### src/rtl/dm_arb_pkg.sv
`default_nettype none
// ============================================================================
// Module   : dm_arb_pkg
// Brief    : Shared state encoding, requester ids and defaults for dm_arbiter.
// Revision : 1.0
// ============================================================================
package dm_arb_pkg;

    localparam int   c_WAIT_DEFAULT = 1;
    localparam int   c_CNT_W        = 4;

    localparam logic c_ID_CPU = 1'b0;
    localparam logic c_ID_DMA = 1'b1;

    typedef enum logic [1:0] {
        ST_IDLE   = 2'd0,
        ST_WAIT   = 2'd1,
        ST_ACCESS = 2'd2,
        ST_RESP   = 2'd3
    } state_t;

    function automatic logic is_aligned(input logic [1:0] addr_lsb);
        return addr_lsb == 2'b00;
    endfunction

endpackage
`default_nettype wire

### src/rtl/rr_arbiter2.sv
`default_nettype none
// ============================================================================
// Module   : rr_arbiter2
// Brief    : Two-way round-robin grant selection (combinational, one-hot).
// Revision : 1.0
// ============================================================================
module rr_arbiter2 (
    input  logic [1:0] req,
    input  logic [1:0] last_gnt,
    output logic [1:0] grant
);

    // last_gnt is the one-hot grant of the previous winner; 2'b00 after reset
    // so requester 0 wins the first tie.
    always_comb begin
        grant = 2'b00;
        case (req)
            2'b01:   grant = 2'b01;
            2'b10:   grant = 2'b10;
            2'b11:   grant = (last_gnt == 2'b01) ? 2'b10 : 2'b01;
            default: grant = 2'b00;
        endcase
    end

endmodule
`default_nettype wire

### src/rtl/dm_arbiter.sv
`default_nettype none
// ============================================================================
// Module   : dm_arbiter
// Brief    : CPU/DMA data-memory arbiter with wait states and alignment check.
// Revision : 1.0
// ============================================================================
module dm_arbiter
    import dm_arb_pkg::*;
#(
    parameter int WAIT = c_WAIT_DEFAULT
) (
    input  logic        clk,
    input  logic        reset,
    input  logic        req0,
    input  logic        req1,
    input  logic        we0,
    input  logic        we1,
    input  logic [31:0] addr0,
    input  logic [31:0] addr1,
    input  logic [31:0] wdata0,
    input  logic [31:0] wdata1,
    input  logic [31:0] pc0,
    input  logic [31:0] pc1,
    output logic        gnt0,
    output logic        gnt1,
    output logic        done0,
    output logic        done1,
    output logic [31:0] rdata0,
    output logic [31:0] rdata1,
    output logic        err0,
    output logic        err1,
    output logic [31:0] mem_a,
    output logic [31:0] mem_wd,
    output logic        mem_we,
    output logic [31:0] mem_pc,
    input  logic [31:0] mem_rd
);

    localparam logic [c_CNT_W-1:0] c_WAIT_LOAD = (WAIT > 0) ? c_CNT_W'(WAIT - 1) : '0;

    state_t             r_state;
    state_t             w_next_state;
    logic [c_CNT_W-1:0] r_cnt;
    logic               r_we;
    logic               r_id;
    logic [31:0]        r_addr;
    logic [31:0]        r_wdata;
    logic [31:0]        r_pc;
    logic [31:0]        r_rdata;
    logic               r_err;
    logic [1:0]         r_last_gnt;
    logic [1:0]         w_grant;
    logic               w_accept;
    logic               w_aligned;

    rr_arbiter2 u_rr (
        .req      ({req1, req0}),
        .last_gnt (r_last_gnt),
        .grant    (w_grant)
    );

    assign w_accept  = (r_state == ST_IDLE) && (w_grant != 2'b00);
    assign w_aligned = is_aligned(r_addr[1:0]);

    assign mem_a  = r_addr;
    assign mem_wd = r_wdata;
    assign mem_pc = r_pc;

    always_ff @(posedge clk or posedge reset) begin
        if (reset) begin
            r_state    <= ST_IDLE;
            r_cnt      <= '0;
            r_we       <= 1'b0;
            r_id       <= c_ID_CPU;
            r_addr     <= '0;
            r_wdata    <= '0;
            r_pc       <= '0;
            r_rdata    <= '0;
            r_err      <= 1'b0;
            r_last_gnt <= 2'b00;
        end else begin
            r_state <= w_next_state;
            case (r_state)
                ST_IDLE: begin
                    if (w_accept) begin
                        r_id       <= w_grant[1] ? c_ID_DMA : c_ID_CPU;
                        r_we       <= w_grant[1] ? we1    : we0;
                        r_addr     <= w_grant[1] ? addr1  : addr0;
                        r_wdata    <= w_grant[1] ? wdata1 : wdata0;
                        r_pc       <= w_grant[1] ? pc1    : pc0;
                        r_cnt      <= c_WAIT_LOAD;
                        r_last_gnt <= w_grant;
                    end
                end
                ST_WAIT: begin
                    if (r_cnt != '0) begin
                        r_cnt <= r_cnt - 1'b1;
                    end
                end
                ST_ACCESS: begin
                    // Stores and misaligned accesses return zero data.
                    r_rdata <= (!r_we && w_aligned) ? mem_rd : '0;
                    r_err   <= !w_aligned;
                end
                default: ;
            endcase
        end
    end

    always_comb begin
        w_next_state = r_state;
        gnt0         = 1'b0;
        gnt1         = 1'b0;
        mem_we       = 1'b0;
        done0        = 1'b0;
        done1        = 1'b0;
        rdata0       = '0;
        rdata1       = '0;
        err0         = 1'b0;
        err1         = 1'b0;
        case (r_state)
            ST_IDLE: begin
                gnt0 = w_grant[0];
                gnt1 = w_grant[1];
                if (w_accept) begin
                    w_next_state = (WAIT > 0) ? ST_WAIT : ST_ACCESS;
                end
            end
            ST_WAIT: begin
                if (r_cnt == '0) begin
                    w_next_state = ST_ACCESS;
                end
            end
            ST_ACCESS: begin
                mem_we       = r_we && w_aligned;
                w_next_state = ST_RESP;
            end
            ST_RESP: begin
                if (r_id == c_ID_DMA) begin
                    done1  = 1'b1;
                    rdata1 = r_rdata;
                    err1   = r_err;
                end else begin
                    done0  = 1'b1;
                    rdata0 = r_rdata;
                    err0   = r_err;
                end
                w_next_state = ST_IDLE;
            end
            default: w_next_state = ST_IDLE;
        endcase
    end

endmodule
`default_nettype wire

### config.mk
export PLATFORM = sky130hd
export DESIGN_NAME = dm_arbiter
export DESIGN_NICKNAME = d
export VERILOG_FILES = /design/src/rtl/dm_arb_pkg.sv /design/src/rtl/rr_arbiter2.sv /design/src/rtl/dm_arbiter.sv
export SDC_FILE = /design/constraint.sdc
export NUM_CORES = 1
export LEC_CHECK = 0
export BUFFER_PORTS_ARGS = -buffer_cell sky130_fd_sc_hd__buf_2
export CORE_AREA = 2 2 156 158
export DETAILED_ROUTE_END_ITERATION = 10
export DIE_AREA = 0 0 158 160
export PLACE_DENSITY_LB_ADDON = 0.05
export SKIP_LAST_GASP = 1
export SYNTH_ARGS = -nofsm -noshare
export SYNTH_HDL_FRONTEND = slang
export SYNTH_HIERARCHICAL = 1
export SYNTH_SLANG_ARGS = --single-unit
### constraint.sdc
create_clock -name clk -period 6 [get_ports clk]
set_clock_uncertainty 0.2 [all_clocks]
set_input_delay 0.6 -clock clk [delete_from_list [all_inputs] [get_ports clk]]
set_output_delay 0.6 -clock clk [all_outputs]
set_load 0.01 [all_outputs]
==> flow_metrics.env, run 1 <==
export IMPL_crit_buf_inv=2
export IMPL_worstPathArrival_ns=2.74
export IMPL_endpoint_kind="output port"
export IMPL_status="complete, no violations"
export IMPL_die_y_um=160
export IMPL_ys_seq_elements=138
export IMPL_vdd_drop_max_mv=0.151
export IMPL_htreeDepth=4
export IMPL_grt_usage=0.164
export IMPL_grt_pass1_wl_um=31700
export IMPL_holdWs_ns=0.104
export IMPL_syn_inst=695
export IMPL_max_freq_mhz=283
export IMPL_path_clk_slew_ns=0.06
export IMPL_critPathTopFamily="buffers and inverters"
export IMPL_place_hpwl_um=16100
export IMPL_fin_ws_ns=2.46
export IMPL_finalHoldViolCount=0
export IMPL_synth_edf_count=0
export IMPL_start_util=0.284
export IMPL_rsz0062_at_grt="false"
export IMPL_synth_top_area_frac=0.510
export IMPL_die_w_um=158
export IMPL_worstMarginPinSlew_ns=0.904
export IMPL_antenna_found_initial=0
export IMPL_yosysSeqAreaShare=0.510
export IMPL_pwr_share_comb=0.381
export IMPL_postCtsSetupRepairBufs=0
export IMPL_final_antenna_net_count=0
export IMPL_slew_headroom=0.398
export IMPL_seq_power_share=0.379
export IMPL_swShare=0.391
export IMPL_clk_path_buf_depth=2
export IMPL_synth_warnings=6
export IMPL_pwr_share_clk=0.240
export IMPL_maxSlewViolCount=0
export IMPL_drive_above_1_share=0.409
export IMPL_syn_to_final_growth_pct=41.2
export IMPL_dpl_worst_slack_ns=2.82
export IMPL_num_vias=5965
export IMPL_syn_area_um2=6770
export IMPL_place_area_um2=8970
export IMPL_power_mw=4.36
export IMPL_power_switching_mw=1.70
export IMPL_drt_pass1_iter_count=4
export IMPL_intPower_mw=2.66
export IMPL_synth_ff_type="dfrtp_1"
export IMPL_grt_max_degree=77
export IMPL_layout_commonest_cell="buf_2"
export IMPL_die_area_um2=25300
export IMPL_ctsHoldBuffers=0
export IMPL_syn_area_per_cell_um2=9.73
export IMPL_viasPerCell=4.24
export IMPL_cts_tree="done"
export IMPL_io_buffers=396
export IMPL_wl_per_cell_um=15.0
export IMPL_crit_slowest_cell="dfrtp_1"
export IMPL_drcViolationCount=0
export IMPL_max_stage_delay_ns=0.70
export IMPL_syn_num_nets=932
export IMPL_startpoint_type="flip-flop"
export IMPL_leakagePower_nw=5.24
export IMPL_row_count=57
export IMPL_num_io_pins=397
export IMPL_path_class="reg -> out"
export IMPL_routed_wl_um=21100
export IMPL_cts_made_buffers=17
export IMPL_layout_common_cells="buf_2 (396), dfrtp_1 (138), nand2_1 (132), o21ai_0 (115), mux2i_1 (99)"
export IMPL_worst_path_max_fanout=54
export IMPL_synth_area_leaders="dfrtp_1 (51%), mux2i_1 (15%), o21ai_0 (8.5%)"
export IMPL_drt_iter0_markers=271
export IMPL_final_setup_tns_ns=0
export IMPL_diodes=0
export IMPL_fin_crit_ns=3.54
export IMPL_fin_crit_sh=0.590
export IMPL_grt_overflow_total=0
export IMPL_cts_sinks=138
export IMPL_clock_latency_ns=0.41
export IMPL_path_cells="nand2b_4 -> a21oi_4 -> buf_4 -> and2_1 -> buf_2"
export IMPL_drv_cap=0
export IMPL_root_buffer="clkbuf_16"
export IMPL_async_flop_share=1.00
export IMPL_cts_resized=0
export IMPL_power_density_nw_per_um2=456
export IMPL_nets=1307
export IMPL_yosysTopAreaCell="dfrtp_1"
export IMPL_cp_required_ns=5.20
export IMPL_synth_cell_types=37
export IMPL_finish_instance_area_um2=9560
export IMPL_min_path_type="in -> async"
export IMPL_grt_pass1_vias=5810
export IMPL_core_area_um2=23800
export IMPL_setup_viol=0
export IMPL_gp_congestion=0.734
==> metrics by stage <==
stage / util / cells
after floorplan: - / 695
after global placement: 0.377 / 1375
after detailed placement: 0.377 / 1375
after CTS: 0.401 / 1406
after global routing: 0.401 / 1406
final: 0.401 / 1406
==> cells in the mapped netlist (2+ instances only) <==
cell type	n
and2_1	36
and3_1	33
buf_2	11
buf_4	12
buf_6	3
clkbuf_1	22
dfrtp_1	138
ha_1	7
inv_1	42
mux2i_1	99
nand2_1	132
nor2_1	4
nor2b_1	2
o21ai_0	115
o21ai_1	17
==> layout make-up <==
cell class / instances / area (um^2)
fill: 2549 / 14300
sequential: 138 / 3450
multi-input combinational: 467 / 2910
timing repair buffer: 404 / 2040
clock buffer: 19 / 443
tap: 324 / 405
inverter: 42 / 163
clock inverter: 12 / 138
==> power by group through the flow <==
| stage | combinational, mW | clock [mW] | sequential [mW] |
|---|---|---|---|
| 6_report | 1.66 | 1.04 | 1.65 |
| 5_1_grt | 1.89 | 1.12 | 1.72 |
| 4_1_cts | 1.71 | 1.08 | 1.66 |
| 3_5_place_dp | 1.72 | 0 | 1.67 |
| 3_3_place_gp | 1.71 | 0 | 1.66 |
| 2_1_floorplan | 0.911 | 0 | 1.74 |
==> layer usage <==
layer	part of all wire	vias to the layer above	global-route usage
met5	0	-	0
met4	0.014	0	0.0508
met3	0.071	21	0.0410
met2	0.48	246	0.277
met1	0.44	2615	0.204
li1	-	3083	-
==> final timing paths <==
kind                                       start                       to  slack [ns]  cells past startpoint
setup / recovery                r_id$_DFFE_PP0P_                     gnt1        2.46                      5
hold / removal                             reset    mem_pc[3]$_DFFE_PP0P_        0.10                      2
setup reg to reg                r_id$_DFFE_PP0P_   mem_wd[21]$_DFFE_PP0P_        2.90                      6
hold reg to reg            mem_wd[0]$_DFFE_PP0P_    mem_wd[0]$_DFFE_PP0P_        0.27                      2
max in group asynchronous                  reset    mem_a[21]$_DFFE_PP0P_        4.12                      3
min in group clk                      mem_rd[16]  r_rdata[16]$_DFFE_PP0P_        0.19                      3
==> registers in the layout, summed over array words and instances, names as in the netlist <==
signal,count
mem_wd,32
mem_pc,32
r_id,1
r_we,1
r_rdata,32
r_state,2
r_cnt,4
r_err,1
r_last_gnt,1
mem_a,32
==> cell families after synthesis <==
kind of cell	after synthesis	share of synthesized area
simple gates	218	0.157
compound gates	142	0.109
flops	138	0.510
mux	100	0.148
buf+inv	90	0.0620
fa+ha+maj	7	0.0129
Power figures use the tool's default switching activity.
==> run 2: changes to the inputs <==
- clock period: 6 -> 3.5 ns (I/O delays scaled with it)
==> run 2 against run 1 <==
Global-route usage up 0.86 points. Via count rose by 3.8%. Register-to-register slack worse by 1.9 ns. Non-clock buffer count is 49 higher. Highest routed layer unchanged. Utilization rose by 2.2 points. Combinational power is 78% higher. Hold slack lost 0.088 ns. Total power rose by 74%. First-iteration DRC count rose by 10%. Die area is the same. Largest power group unchanged. Worst setup slack got worse by 1.8 ns.
==> flow_metrics.env, run 2 (synthesis gave the netlist of run 1 again) <==
export IMPL_row_count=57
export IMPL_clock_latency_ns=0.42
export IMPL_dpl_worst_slack_ns=1.10
export IMPL_dp_cells=1379
export IMPL_drt_iter0_markers=299
export IMPL_maxSlewViolCount=0
export IMPL_grt_usage=0.172
export IMPL_min_path_type="in -> reg"
export IMPL_slew_headroom=0.426
export IMPL_use_met2=0.295
export IMPL_stdcell_count=1456
export IMPL_fin_crit_ns=2.81
export IMPL_die_area_um2=25300
export IMPL_finalHoldViolCount=0
export IMPL_leakagePower_nw=5.46
export IMPL_num_io_pins=397
export IMPL_antenna_found_initial=1
export IMPL_startpoint_type="flip-flop"
export IMPL_worst_path_max_fanout=35
export IMPL_final_setup_tns_ns=0
export IMPL_r2r_end="mem_wd[10]$_DFFE_PP0P_"
export IMPL_die_w_um=158
export IMPL_r2r_cells=6
export IMPL_power_mw=7.59
export IMPL_crit_buf_inv=2
export IMPL_critPathTopFamily="simple AND/OR/NAND/NOR gates"
export IMPL_crit_cells=5
export IMPL_path_class="reg -> out"
export IMPL_top_usage_layer="met2"
export IMPL_power_density_nw_per_um2=753
export IMPL_cts_tree="done"
export IMPL_max_freq_mhz=356
export IMPL_crit_start="r_state[1]$_DFFE_PP0P_"
export IMPL_grt_use_met1=0.206
export IMPL_rsz0062_at_grt="false"
export IMPL_status="complete, no violations"
export IMPL_endpoint_kind="output port"
export IMPL_wl_per_cell_um=14.9
export IMPL_final_antenna_net_count=0
export IMPL_cts_made_buffers=17
export IMPL_grt_pass1_wl_um=33400
export IMPL_fin_ws_ns=0.690
export IMPL_holdWs_ns=0.0159
export IMPL_drt_pass1_iter_count=4
export IMPL_path_cells="ha_1 -> buf_4 -> and2b_1 -> and2_1 -> buf_2"
export IMPL_routed_wl_um=21700
export IMPL_fin_crit_sh=0.803
export IMPL_worstMarginPinSlew_ns=0.861
export IMPL_htreeDepth=4
export IMPL_path_clk_slew_ns=0.06
export IMPL_utilization=0.423
export IMPL_num_vias=6189
export IMPL_finish_instance_area_um2=10100
export IMPL_layout_commonest_cell="buf_2"
export IMPL_core_area_um2=23800
export IMPL_grt_pass1_vias=6177
export IMPL_clk_path_buf_depth=2
export IMPL_grt_overflow_total=0
export IMPL_die_y_um=160
export IMPL_gp_congestion=0.734
export IMPL_crit_slowest_cell="and2b_1"
export IMPL_postCtsSetupRepairBufs=0
export IMPL_layout_common_cells="buf_2 (396), dfrtp_1 (138), nand2_1 (132), o21ai_0 (115), mux2i_1 (99)"
export IMPL_max_stage_delay_ns=0.67
export IMPL_io_buffers=396
export IMPL_r2r_start="r_id$_DFFE_PP0P_"
export IMPL_start_util=0.284
export IMPL_cp_required_ns=2.95
export IMPL_root_buffer="clkbuf_16"
export IMPL_place_area_um2=9030
export IMPL_syn_to_final_growth_pct=49.1
export IMPL_vdd_drop_max_mv=0.315
export IMPL_nets=1356
export IMPL_drv_cap=0
export IMPL_setup_viol=0
export IMPL_crit_end="rdata0[5]"
export IMPL_met3_usage=0.0540
export IMPL_viasPerCell=4.25
export IMPL_rrSetupSlack_ns=0.97
export IMPL_grt_max_degree=99
export IMPL_drive_above_1_share=0.394
export IMPL_worstPathArrival_ns=2.26
export IMPL_drcViolationCount=0
export IMPL_cts_sinks=138
export IMPL_place_hpwl_um=16300
## run 2: cell types whose count changed in the layout (fill, tap and decap cells not counted), sizes merged, moves of 3 or more
cell | previous run | this run
dlygate4sd3 | 0 | 45
buf | 404 | 408
clkinv | 3 | 6
inv | 47 | 41
## run 2: worst min-delay path by stage
stage / startpoint / depth (start not counted) / end / slack, ns
global route: pc1[13] / 3 / mem_pc[13]$_DFFE_PP0P_ / 0.005
detailed placement: reset / 2 / mem_a[29]$_DFFE_PP0P_ / 0.12
CTS: pc0[1] / 3 / mem_pc[1]$_DFFE_PP0P_ / 0.001
global placement: reset / 2 / mem_a[29]$_DFFE_PP0P_ / 0.12
floorplan: r_err$_DFFE_PP0P_ / 2 / r_err$_DFFE_PP0P_ / 0.27
finish: addr1[3] / 3 / mem_a[3]$_DFFE_PP0P_ / 0.02
## run 2: layer usage
| metal | share of wire | wire (um) | up-vias |
|---|---|---|---|
| li1 | - | - | 3168 |
| met1 | 0.42 | 9070 | 2762 |
| met2 | 0.49 | 10500 | 239 |
| met3 | 0.080 | 1740 | 20 |
| met4 | 0.016 | 357 | 0 |
| met5 | 0 | 0 | - |
## run 2: final cells by class
cell class	count	area (um^2)
antenna	1	2.50
clock buffer	20	457
clock inverter	11	146
fill	2490	13700
inverter	42	161
multi-input combinational	467	2910
sequential	138	3450
tap	324	405
timing repair buffer	453	2550
## run 2: where the power goes
part	total, mW	switching (mW)	internal [mW]
combinational	2.96	1.77	1.19
clock	1.84	0.690	1.15
sequential	2.79	0.447	2.35
total	7.59	2.91	4.69
## run 2: worst register-to-register path, delay by kind of cell (launching register included)
| family | cells | cell delay, ns |
|---|---|---|
| flip-flops | 1 | 0.39 |
| AND/OR/NAND/NOR | 1 | 0.16 |
| multiplexers | 1 | 0.36 |
| AO/OA/AOI/OAI | 2 | 0.34 |
| buffers and inverters | 2 | 0.92 |
## run 2: repair_timing
| item | CTS | global route |
|---|---|---|
| hold buffers | 45 | 0 |
| hold endpoints to repair | 50 | 0 |
| resized for setup | 0 | 0 |
